--- src/rtl/cpu_run_supervisor.sv ---
// Run controller for the RISC-V cpu core: holds the core in reset, lets it run, and ends the
// run on a tohost store, a cycle timeout or a retire stall, latching the verdict and statistics.
module cpu_run_supervisor #(
  parameter int CPU_WIDTH      = 32,
  parameter int CNT_WIDTH      = 32,
  parameter int RESET_CYCLES   = 4,
  parameter int TIMEOUT_CYCLES = 10000,
  parameter int STALL_CYCLES   = 256,
  parameter logic [CPU_WIDTH-1:0] TOHOST_ADDR = CPU_WIDTH'(32'h0000_1000)
) (
  input  logic                 clk,
  input  logic                 reset,
  input  logic                 start,
  input  logic                 mem_we,
  input  logic [CPU_WIDTH-1:0] mem_addr,
  input  logic [CPU_WIDTH-1:0] mem_wdata,
  input  logic                 retire,
  output logic                 cpu_reset_n,
  output logic                 busy,
  output logic                 done,
  output logic                 pass,
  output logic [1:0]           status,
  output logic [CPU_WIDTH-2:0] exit_code,
  output logic [CNT_WIDTH-1:0] cycle_count,
  output logic [CNT_WIDTH-1:0] retire_count
);

  localparam int HOLD_W = (RESET_CYCLES < 2) ? 1 : $clog2(RESET_CYCLES + 1);
  localparam logic [HOLD_W-1:0]    HOLD_LOAD    = HOLD_W'(RESET_CYCLES);
  localparam logic [CNT_WIDTH-1:0] TIMEOUT_LAST = CNT_WIDTH'(TIMEOUT_CYCLES - 1);
  localparam logic [CNT_WIDTH-1:0] STALL_LAST   = CNT_WIDTH'(STALL_CYCLES - 1);
  localparam bit                   STALL_EN     = (STALL_CYCLES != 0);

  localparam logic [1:0] ST_PASS    = 2'b00;
  localparam logic [1:0] ST_FWFAIL  = 2'b01;
  localparam logic [1:0] ST_TIMEOUT = 2'b10;
  localparam logic [1:0] ST_STALL   = 2'b11;

  typedef enum logic [1:0] {
    S_IDLE,
    S_RESET_HOLD,
    S_RUN,
    S_DONE
  } state_t;

  state_t               state;
  state_t               state_next;
  logic [HOLD_W-1:0]    hold_cnt;
  logic [CNT_WIDTH-1:0] stall_cnt;

  logic       hit_tohost;
  logic       hit_timeout;
  logic       hit_stall;
  logic       term;
  logic [1:0] term_status;
  logic       term_pass;

  // Counters stick at all-ones instead of wrapping.
  function automatic logic [CNT_WIDTH-1:0] sat_inc(input logic [CNT_WIDTH-1:0] v,
                                                   input logic en);
    if (en && (v != '1)) return v + 1'b1;
    return v;
  endfunction

  always_comb begin
    hit_tohost  = mem_we && (mem_addr == TOHOST_ADDR) && mem_wdata[0];
    hit_timeout = (cycle_count == TIMEOUT_LAST);
    hit_stall   = STALL_EN && (stall_cnt == STALL_LAST) && !retire;
    term        = (state == S_RUN) && (hit_tohost || hit_timeout || hit_stall);
    term_pass   = 1'b0;
    term_status = ST_STALL;
    if (hit_tohost) begin
      term_pass   = (mem_wdata == CPU_WIDTH'(1));
      term_status = term_pass ? ST_PASS : ST_FWFAIL;
    end else if (hit_timeout) begin
      term_status = ST_TIMEOUT;
    end
  end

  always_comb begin
    state_next = state;
    case (state)
      S_IDLE:       if (start) state_next = S_RESET_HOLD;
      S_RESET_HOLD: if (hold_cnt == HOLD_W'(1)) state_next = S_RUN;
      S_RUN:        if (term) state_next = S_DONE;
      S_DONE:       if (start) state_next = S_RESET_HOLD;
      default:      state_next = S_IDLE;
    endcase
  end

  always_ff @(posedge clk) begin
    if (reset) state <= S_IDLE;
    else       state <= state_next;
  end

  // Outputs are registered from the next state so they change on the same edge as the FSM.
  always_ff @(posedge clk) begin
    if (reset) begin
      hold_cnt     <= '0;
      stall_cnt    <= '0;
      cycle_count  <= '0;
      retire_count <= '0;
      status       <= ST_PASS;
      exit_code    <= '0;
      pass         <= 1'b0;
      cpu_reset_n  <= 1'b0;
      busy         <= 1'b0;
      done         <= 1'b0;
    end else begin
      cpu_reset_n <= (state_next == S_RUN);
      busy        <= (state_next == S_RESET_HOLD) || (state_next == S_RUN);
      done        <= (state_next == S_DONE);
      case (state)
        S_IDLE, S_DONE: begin
          if (start) begin
            hold_cnt     <= HOLD_LOAD;
            stall_cnt    <= '0;
            cycle_count  <= '0;
            retire_count <= '0;
            status       <= ST_PASS;
            exit_code    <= '0;
            pass         <= 1'b0;
          end
        end
        S_RESET_HOLD: hold_cnt <= hold_cnt - 1'b1;
        S_RUN: begin
          cycle_count  <= sat_inc(cycle_count, 1'b1);
          retire_count <= sat_inc(retire_count, retire);
          stall_cnt    <= retire ? '0 : sat_inc(stall_cnt, 1'b1);
          if (term) begin
            status <= term_status;
            pass   <= term_pass;
            if (hit_tohost) exit_code <= mem_wdata[CPU_WIDTH-1:1];
          end
        end
        default: ;
      endcase
    end
  end

endmodule

--- config.mk ---
export PLATFORM = sky130hd
export DESIGN_NAME = cpu_run_supervisor
export DESIGN_NICKNAME = d
export VERILOG_FILES = /design/src/rtl/cpu_run_supervisor.sv
export SDC_FILE = /design/constraint.sdc
export NUM_CORES = 1
export LEC_CHECK = 0
export CAP_MARGIN = 20
export CORE_MARGIN = 1
export CORE_UTILIZATION = 54
export CTS_CLUSTER_SIZE = 8
export DETAILED_ROUTE_END_ITERATION = 6
export PLACE_DENSITY_LB_ADDON = 0.2
export SLEW_MARGIN = 20
export SYNTH_ARGS = -nofsm -noshare
export SYNTH_HDL_FRONTEND = slang
export SYNTH_SLANG_ARGS = --single-unit
--- constraint.sdc ---
create_clock -name clk -period 6.81 [get_ports clk]
set_input_delay 1.362 -clock clk [delete_from_list [all_inputs] [get_ports clk]]
set_output_delay 1.362 -clock clk [all_outputs]
set_load 0.05 [all_outputs]
Word level (Yosys, flattened, before mapping)
Index checks and enable logic that the tools add are counted.
{ "totals": {"reg_bits": 138, "inputBits": 69, "out_inout_bits": 101, "wordCells": 94} }
{ "classes": {"n_addsub": 4, "n_eq_ne": 20, "mux": 40, "reduce_logical": 19} }
{ "op_table": {"columns": ["cell", "n"], "rows": [
  ["$mux W32", 8],
  ["$pmux W32 S2", 3],
  ["$add A32 B1 Y32 const B", 3],
  ["$ne A32 B32 Y1 const B", 3],
  ["$mux W31", 3],
  ["$pmux W31 S2", 1],
  ["$eq A32 B1 Y1 const B", 1],
  ["$eq A32 B13 Y1 const B", 1],
  ["$eq A32 B14 Y1 const B", 1],
  ["$eq A32 B8 Y1 const B", 1],
  ["$mux W1", 14],
  ["$mux W2", 6],
  ["$reduce_and A3 Y1", 4],
  ["$eq A2 B2 Y1 const B", 4],
  ["$ne A2 B1 Y1 const B", 3],
  ["$pmux W2 S3", 1],
  ["$pmux W3 S2", 1],
  ["$logic_and A1 B1 Y1", 5],
  ["$eq A2 B1 Y1 const B", 2],
  ["$ne A2 B2 Y1 const B", 2],
  ["$pmux W2 S2", 1],
  ["$reduce_and A4 Y1", 1],
  ["$reduce_bool A2 Y1", 2],
  ["$eq A3 B1 Y1 const B", 1],
  ["9 further kinds", 11]
]} }

Depth between registers and ports, before layout
Gate-level depths: netlist (run 1).
{ "logic_depth": {"word_depth": 10, "depth_mapped": 10} }

Worst setup path after synthesis (run 1)
Ideal clock, no wire load.
{ "synth_path": {"path_kind": "input to register", "from": "input port retire", "to": "register retire_count[31]", "setup_time_ns": 0.070, "t_arrival_ns": 3.222, "slack_ns": 3.517, "path_stages": 7, "path_buffers": 2, "cell_sequence": "and2b_1 or3_1 buf_2 or4_4 buf_6 or4_1 a21oi_1"} }
{ "synth_between": {"elab_chain_len": 6} }
{ "synth_lines": {"columns": ["element", "line_no", "rtl"], "rows": [
  ["start: declaration", "17", "input logic retire,"],
  ["$logic_and A1 B1 Y1", "61", "if (en && (v != '1)) return v + 1'b1;"],
  ["$mux W1", "61", null],
  ["$mux W1", "113", "case (state)"],
  ["$mux W1", "98", "if (reset) begin"],
  ["$ne A2 B1 Y1 (no line)", null, null],
  ["$reduce_and A3 Y1 (no line)", null, null],
  ["end signal: assignment", "128", "retire_count <= sat_inc(retire_count, retire);"],
  ["end: declaration", "25", "output logic [CNT_WIDTH-1:0] retire_count"]
]} }
Every way passes these cells. The select of a mux whose other input is x is not followed.
A chain may end at the register's enable or synchronous reset.

Final worst setup path (run 1)
{ "layout_path": {"from": "input port retire", "to": "register retire_count[27]"} }
The elaborated chain is that of the path after synthesis.

==> results of run 1 <==
[worst paths after layout]
path | endpoint | from | slack [ns]
max | retire_count[27] | retire | 3.28
min | status[1] | status[1] | 0.47
max reg2reg | retire_count[5] | state[0] | 3.70
min reg2reg | status[1] | status[1] | 0.47
[registers in the layout (all words and copies together), names as in the netlist]
| name | flops |
|---|---|
| busy | 1 |
| cpu_reset_n | 1 |
| cycle_count | 32 |
| done | 1 |
| exit_code | 31 |
| hold_cnt | 3 |
| pass | 1 |
| retire_count | 32 |
| stall_cnt | 32 |
| state | 2 |
| status | 2 |
[through the flow]
step | hold slack (ns) | instances | setup slack [ns]
2_1_floorplan | 0.4544 | 813 | 3.517
3_3_place_gp | 0.4484 | 1118 | 2.936
3_5_place_dp | 0.4566 | 1118 | 2.873
4_1_cts | 0.4741 | 1149 | 3.305
5_1_grt | 0.4902 | 1149 | 3.101
6_report | 0.4663 | 1149 | 3.285
[tightest hold or removal path: cells and delay by family (launching register included)]
| kind | cells | cell delay [ns] |
|---|---|---|
| compound gates | 1 | 0.07 |
| buf+inv | 1 | 0.04 |
| flops | 1 | 0.31 |
[synthesized netlist by cell type, types with 2 or more instances]
library cell,number,area [um2]
nor2_1,29,108.9
nor2b_1,2,12.51
nand2_1,65,244.0
dfxtp_1,138,2763
buf_2,4,20.02
a211o_1,2,17.52
and2_1,7,43.79
nor4_1,36,225.2
and3_1,16,100.1
o311ai_0,5,43.79
or4_1,35,262.8
and4_1,10,87.58
ha_1,9,112.6
nor3_1,6,30.03
mux2i_1,2,20.02
nand3_1,41,205.2
nor4b_1,10,87.58
inv_1,25,93.84
o31a_1,3,26.28
a221oi_1,2,17.52
o41ai_1,3,26.28
a22o_1,31,271.5
or2_2,3,18.77
buf_1,2,7.510
o31ai_1,33,247.7
a21oi_1,80,400.4
nand4_1,41,256.5
a41o_1,6,60.06
a31oi_1,10,62.56
xnor2_1,3,26.28
o211ai_1,4,30.03
clkbuf_1,33,123.9
o21a_1,4,30.03
nand2b_1,5,31.28
or3_1,41,256.5
o21ai_0,50,250.2
[kinds of logic (layout without fill, tap and decap cells)]
logic type,after synthesis,count (layout)
AO/OA/AOI/OAI,240,240
XOR/XNOR,3,3
adder cells (fa/ha/maj),9,9
buffers and inverters,66,234
flip-flops,138,138
multiplexers,3,3
AND/OR/NAND/NOR,354,354
[where the power goes]
part	switching (mW)	internal (mW)
logic	0.0794	0.0596
registers	0.00483	0.812
clock network	0.362	0.613
total	0.446	1.48
[metal layers]
layer	track usage	routed length [um]
met5	0	0
met1	0.3845	8401
met3	0.07782	1423
met2	0.5265	9957
met4	0.1065	329
[layout make-up]
type                            count  area share
Multi-Input combinational cell    609      0.4103
Sequential cell                   138      0.2992
Timing Repair Buffer              177      0.1897
Clock buffer                       17     0.04607
Tap cell                          168     0.02276
Clock inverter                     14     0.02141
Inverter                           26     0.01057
==> metrics.md, run 1 <==
| Metric | Value |
|---|---|
| First-pass GRT wire length | `32580 um` |
| TritonCTS clock tree | `yes` |
| Post-CTS Hold Fix Bufs | `0` |
| Antenna violations before repair | `0` |
| Worst-Margin Slew | `1.049 ns` |
| Xor and xnor fraction of the mapped netlist area | `0.003874` |
| Drt pass-1 iters | `6` |
| Main combinational cell family by area after synthesis | `simple AND/OR/NAND/NOR gates` |
| Post-Route Utilization | `0.7624` |
| Die Wd | `114.1 um` |
| Critical Path RT | `7.16 ns` |
| Starting density of the core | `0.5600` |
| RSZ-0062 raised after global routing | `false` |
| Crit path cell chain | `clkdlybuf4s50_1 > and2b_1 > or3_1 > or4_4 > or4_1 > a21oi_1` |
| Area Overhead vs Synth | `36.14%` |
| Register bit total from synthesis | `138` |
| DP HPWL | `14080 um` |
| Leak | `2.961 nW` |
| Peak supply drop | `0.1687 mV` |
| Cell family with most CP delay | `simple AND/OR/NAND/NOR gates` |
| Synth Flop Type | `dfxtp_1` |
| Leading cell type in the layout, fill and taps excluded | `clkdlybuf4s50_1` |
| Vias in the first global route | `6966` |
| Share of cells above drive strength 1 | `0.05301` |
| Core area | `12110 um2` |
| DR iter-0 viols | `723` |
| Global Route Usage Sum | `0.3106` |
| Setup Viol. Count Final | `0` |
| Placed inst area | `8611 um2` |
| Compound-gate portion of the synthesized area | `0.2276` |
| Mux cell area share after synthesis | `0.004612` |
| DRC Markers | `0` |
| Yosys warns | `0` |
| Fin Setup TNS | `0 ns` |
| Final nets | `1047` |
| Final WL | `20110 um` |
| Net Count, Synth | `891` |
| Final hold viol count | `0` |
| Min-Delay Path Depth | `2` |
| CP bufs+invs | `1` |
| Hold Path Class | `flop to flop` |
| Status | `complete, no violations` |
| ANT cells | `0` |
| ANT nets after route | `0` |
| Clock Latency Late Sink | `0.42 ns` |
| Fmax achieved | `283.7 MHz` |
| PostCTS Resize Cnt | `0` |
| Crit share post-route | `0.5177` |
| Worst EP arrival | `3.87 ns` |
| Max Root-Sink Buffers | `2` |
| Cts bufs inserted | `17` |
| Count of flip-flops with a built-in enable after synthesis | `0` |
| PortBufs | `169` |
| Num rows | `40` |
| Filler Cell Count | `881` |
| Syn Std Cell Area | `6783 um2` |
| Worst-path clk slew | `0.06 ns` |
| Classification of the worst setup path | `input port to flop` |
| Worst-path maximum fanout | `13` |
| Vias per inst | `6.411` |
| Synth Area in Adders | `0.01660` |
| Setup crit start kind | `input port` |
| Multi-input gate area | `3789 um2` |
| Post-synthesis simple-gate area fraction | `0.3016` |
| Sink Count | `138` |
| Pin count of the biggest net entering global routing | `60` |
| Reg area | `2763 um2` |
| Cell Pwr Density | `209.1 nW/um2` |
| Final Cell Area | `9234 um2` |
| Netlist cell types | `53` |
| WP depth | `6` |
| Gr ovfl total | `0` |
| Async SR Flop Fraction | `0` |
| Worst slew margin | `0.2965` |
| Power, Total | `1.931 mW` |
| CTS root buf | `clkbuf_16` |
| DR WL/cell | `17.50 um` |
| Die Span Y | `114.1 um` |
| Final GP Congestion | `0.8705` |
| Ports | `170` |
| Die area | `13010 um2` |
| Cell depth of the worst flop-to-flop path | `7` |
| Most frequent cells in the layout | `clkdlybuf4s50_1 (169), dfxtp_1 (138), a21oi_1 (79)` |
| Crit path time final | `3.525 ns` |
| Sequential area share after synthesis | `0.4073` |
| Worst path slowest cell | `or4_4` |
| Via Count | `7366` |
| Post-CTS Setup Inserts | `0` |
| Cells after Synth | `813` |
| Total number of H-tree levels | `4` |
| Max-slew violations | `0` |
| CP peak stage delay | `0.63 ns` |
| Max Cap Viol | `0` |
| CP endpoint kind | `flop` |
| Clk_skew | `0.007748 ns` |
| Avg Synthesized Cell Area | `8.343 um2` |
(Power assumes the default switching activity.)
==> run 2, diff against run 1 <==
--- a/config.mk
+++ b/config.mk
@@ -7,7 +7,7 @@
 export LEC_CHECK = 0
 export CAP_MARGIN = 20
 export CORE_MARGIN = 1
-export CORE_UTILIZATION = 54
+export CORE_UTILIZATION = 50
 export CTS_CLUSTER_SIZE = 8
 export DETAILED_ROUTE_END_ITERATION = 6
 export PLACE_DENSITY_LB_ADDON = 0.2
==> constraint.sdc (replaced) <==
create_clock -name clk -period 3.3 [get_ports clk]
set_input_delay 0.66 -clock clk [delete_from_list [all_inputs] [get_ports clk]]
set_output_delay 0.66 -clock clk [all_outputs]
set_load 0.05 [all_outputs]
==> metrics.md, run 2 (synthesis gave the netlist of run 1 again) <==
| Metric | Value |
|---|---|
| Worst-path clk slew | `0.06 ns` |
| Drt pass-1 iters | `5` |
| PortBufs | `169` |
| Setup Viol. Count Final | `0` |
| Gr ovfl total | `0` |
| Critical Path RT | `3.64 ns` |
| Antenna violations before repair | `0` |
| Setup crit start kind | `input port` |
| Cell family with most CP delay | `simple AND/OR/NAND/NOR gates` |
| Starting density of the core | `0.5122` |
| Crit share post-route | `0.8764` |
| Worst path slowest cell | `or4_4` |
| Final nets | `1058` |
| Leak | `3.054 nW` |
| Die area | `14040 um2` |
| ANT nets after route | `0` |
| Area Overhead vs Synth | `38.87%` |
| Peak supply drop | `0.3262 mV` |
| Final WL | `19380 um` |
| Final hold viol count | `0` |
| DRC Markers | `0` |
| Reg power frac | `0.406` |
| Cell depth of the worst flop-to-flop path | `7` |
| Worst r2r dst | `retire_count[29]` |
| TritonCTS clock tree | `yes` |
| Worst-Margin Slew | `1.046 ns` |
| First-pass GRT wire length | `31800 um` |
| Net switching power | `0.8887 mW` |
| DP HPWL | `13530 um` |
| DR WL/cell | `16.58 um` |
| Fmax achieved | `345.8 MHz` |
| CP peak stage delay | `0.65 ns` |
| Fin Setup TNS | `0 ns` |
| Worst EP arrival | `3.24 ns` |
| Max-slew violations | `0` |
| RSZ-0062 raised after global routing | `false` |
| Num rows | `42` |
| CTS root buf | `clkbuf_16` |
| Die Span Y | `118.5 um` |
| Vias in the first global route | `6501` |
| Max Root-Sink Buffers | `2` |
| Crit path time final | `2.892 ns` |
| PostCTS Resize Cnt | `0` |
| Core area | `13240 um2` |
| Final GP Congestion | `0.8009` |
| Ports | `170` |
| ANT cells | `0` |
| Max Cap Viol | `0` |
| Post-CTS Setup Inserts | `0` |
| Gate power share | `0.072` |
| CP bufs+invs | `1` |
| Vias per inst | `6.189` |
| Status | `complete, no violations` |
| Switching share of power | `0.2141` |
| Total number of H-tree levels | `4` |
| Share of cells above drive strength 1 | `0.06445` |
| Most frequent cells in the layout | `clkdlybuf4s50_1 (169), dfxtp_1 (138), a21oi_1 (79)` |
| Worst slew margin | `0.2982` |
| Cell Pwr Density | `440.7 nW/um2` |
| Crit Reg-Reg Startpoint | `state[0]` |
| Die Wd | `118.5 um` |
| Pin count of the biggest net entering global routing | `60` |
| Sink Count | `138` |
| Worst Hold End | `status[1]` |
| Worst-path maximum fanout | `13` |
| Post-CTS Hold Fix Bufs | `0` |
| Clk_skew | `0.01074 ns` |
| Via Count | `7235` |
| Cts bufs inserted | `17` |
| Classification of the worst setup path | `input port to flop` |
| Crit path cell chain | `clkdlybuf4s50_1 > and2b_1 > or3_1 > or4_4 > or4_1 > a21oi_1` |
| Hold Path Class | `flop to flop` |
| Global Route Usage Sum | `0.2774` |
| Hold path startpoint | `status[1]` |
| DR iter-0 viols | `544` |
| P_int | `3.262 mW` |
| CP endpoint kind | `flop` |
| R2r setup slk | `0.45 ns` |
| Part of the power in the clock network | `0.522` |
| Leading cell type in the layout, fill and taps excluded | `clkdlybuf4s50_1` |
| Fin Hold WS | `0.4631 ns` |
| Min-Delay Path Depth | `2` |
| Top Registers | `cycle_count x32, retire_count x32, stall_cnt x32` |
| Clock Latency Late Sink | `0.42 ns` |
run 2: changes by cell type in the layout (fill, tap and decap cells not counted), moves of 2 or more:
cell and delta:
bufinv_16 +2, clkinv_4 -3, buf_12 +2, inv_6 -2, clkbuf_8 +2, buf_4 +9
run 2: metal layers:
layer	routed length [um]	global-route usage	up-vias
met5	0	0	-
li1	-	-	3515
met3	1414	0.07674	18
met1	8397	0.3589	3411
met2	9344	0.4588	291
met4	221	0.06329	0
run 2: final cells by class:
cell class              instances  area (um2)
clock buffers                  20       456.7
clock inverters                12       219.0
fillers                      1089        3824
inverters                      26       97.59
multi-input cells             609        3804
flip-flops and latches        138        2763
well taps                     176       220.2
repair buffers                188        1859
run 2: power by group through the flow:
stage,clock network [mW],logic [mW],registers [mW]
after floorplan,0,0.124,1.73
after global placement,0,0.292,1.72
after detailed placement,0,0.296,1.72
after CTS,2.19,0.298,1.68
after global routing,2.29,0.324,1.69
final,2.17,0.299,1.68
run 2: worst min-delay path, cell delays in order (launching register included):
cell	delay [ns]
dfxtp_1	0.31
inv_1	0.04
a21boi_0	0.06
run 2: stage by stage:
step | power, mW | instance area, um2 | cells | util | setup slack, ns
2_1_floorplan | 1.857 | 6783 | 813 | - | 0.6094
6_report | 4.151 | 9419 | 1169 | 0.7113 | 0.4080
3_5_place_dp | 2.017 | 8743 | 1137 | 0.6602 | 0.05236
3_3_place_gp | 2.013 | 8743 | 1137 | 0.6602 | 0.08755
5_1_grt | 4.295 | 9419 | 1169 | 0.7113 | 0.2969
4_1_cts | 4.176 | 9419 | 1169 | 0.7113 | 0.4401
run 2: how the worst max path moves through the flow:
| stage | from | endpoint | slack [ns] | cells past startpoint |
|---|---|---|---|---|
| finish | retire | retire_count[29] | 0.41 | 6 |
| global route | state[0] | retire_count[31] | 0.30 | 7 |
| detailed placement | retire | retire_count[29] | 0.05 | 6 |
| CTS | retire | retire_count[29] | 0.44 | 6 |
| floorplan | state[0] | retire_count[31] | 0.61 | 9 |
| global placement | retire | retire_count[28] | 0.09 | 6 |
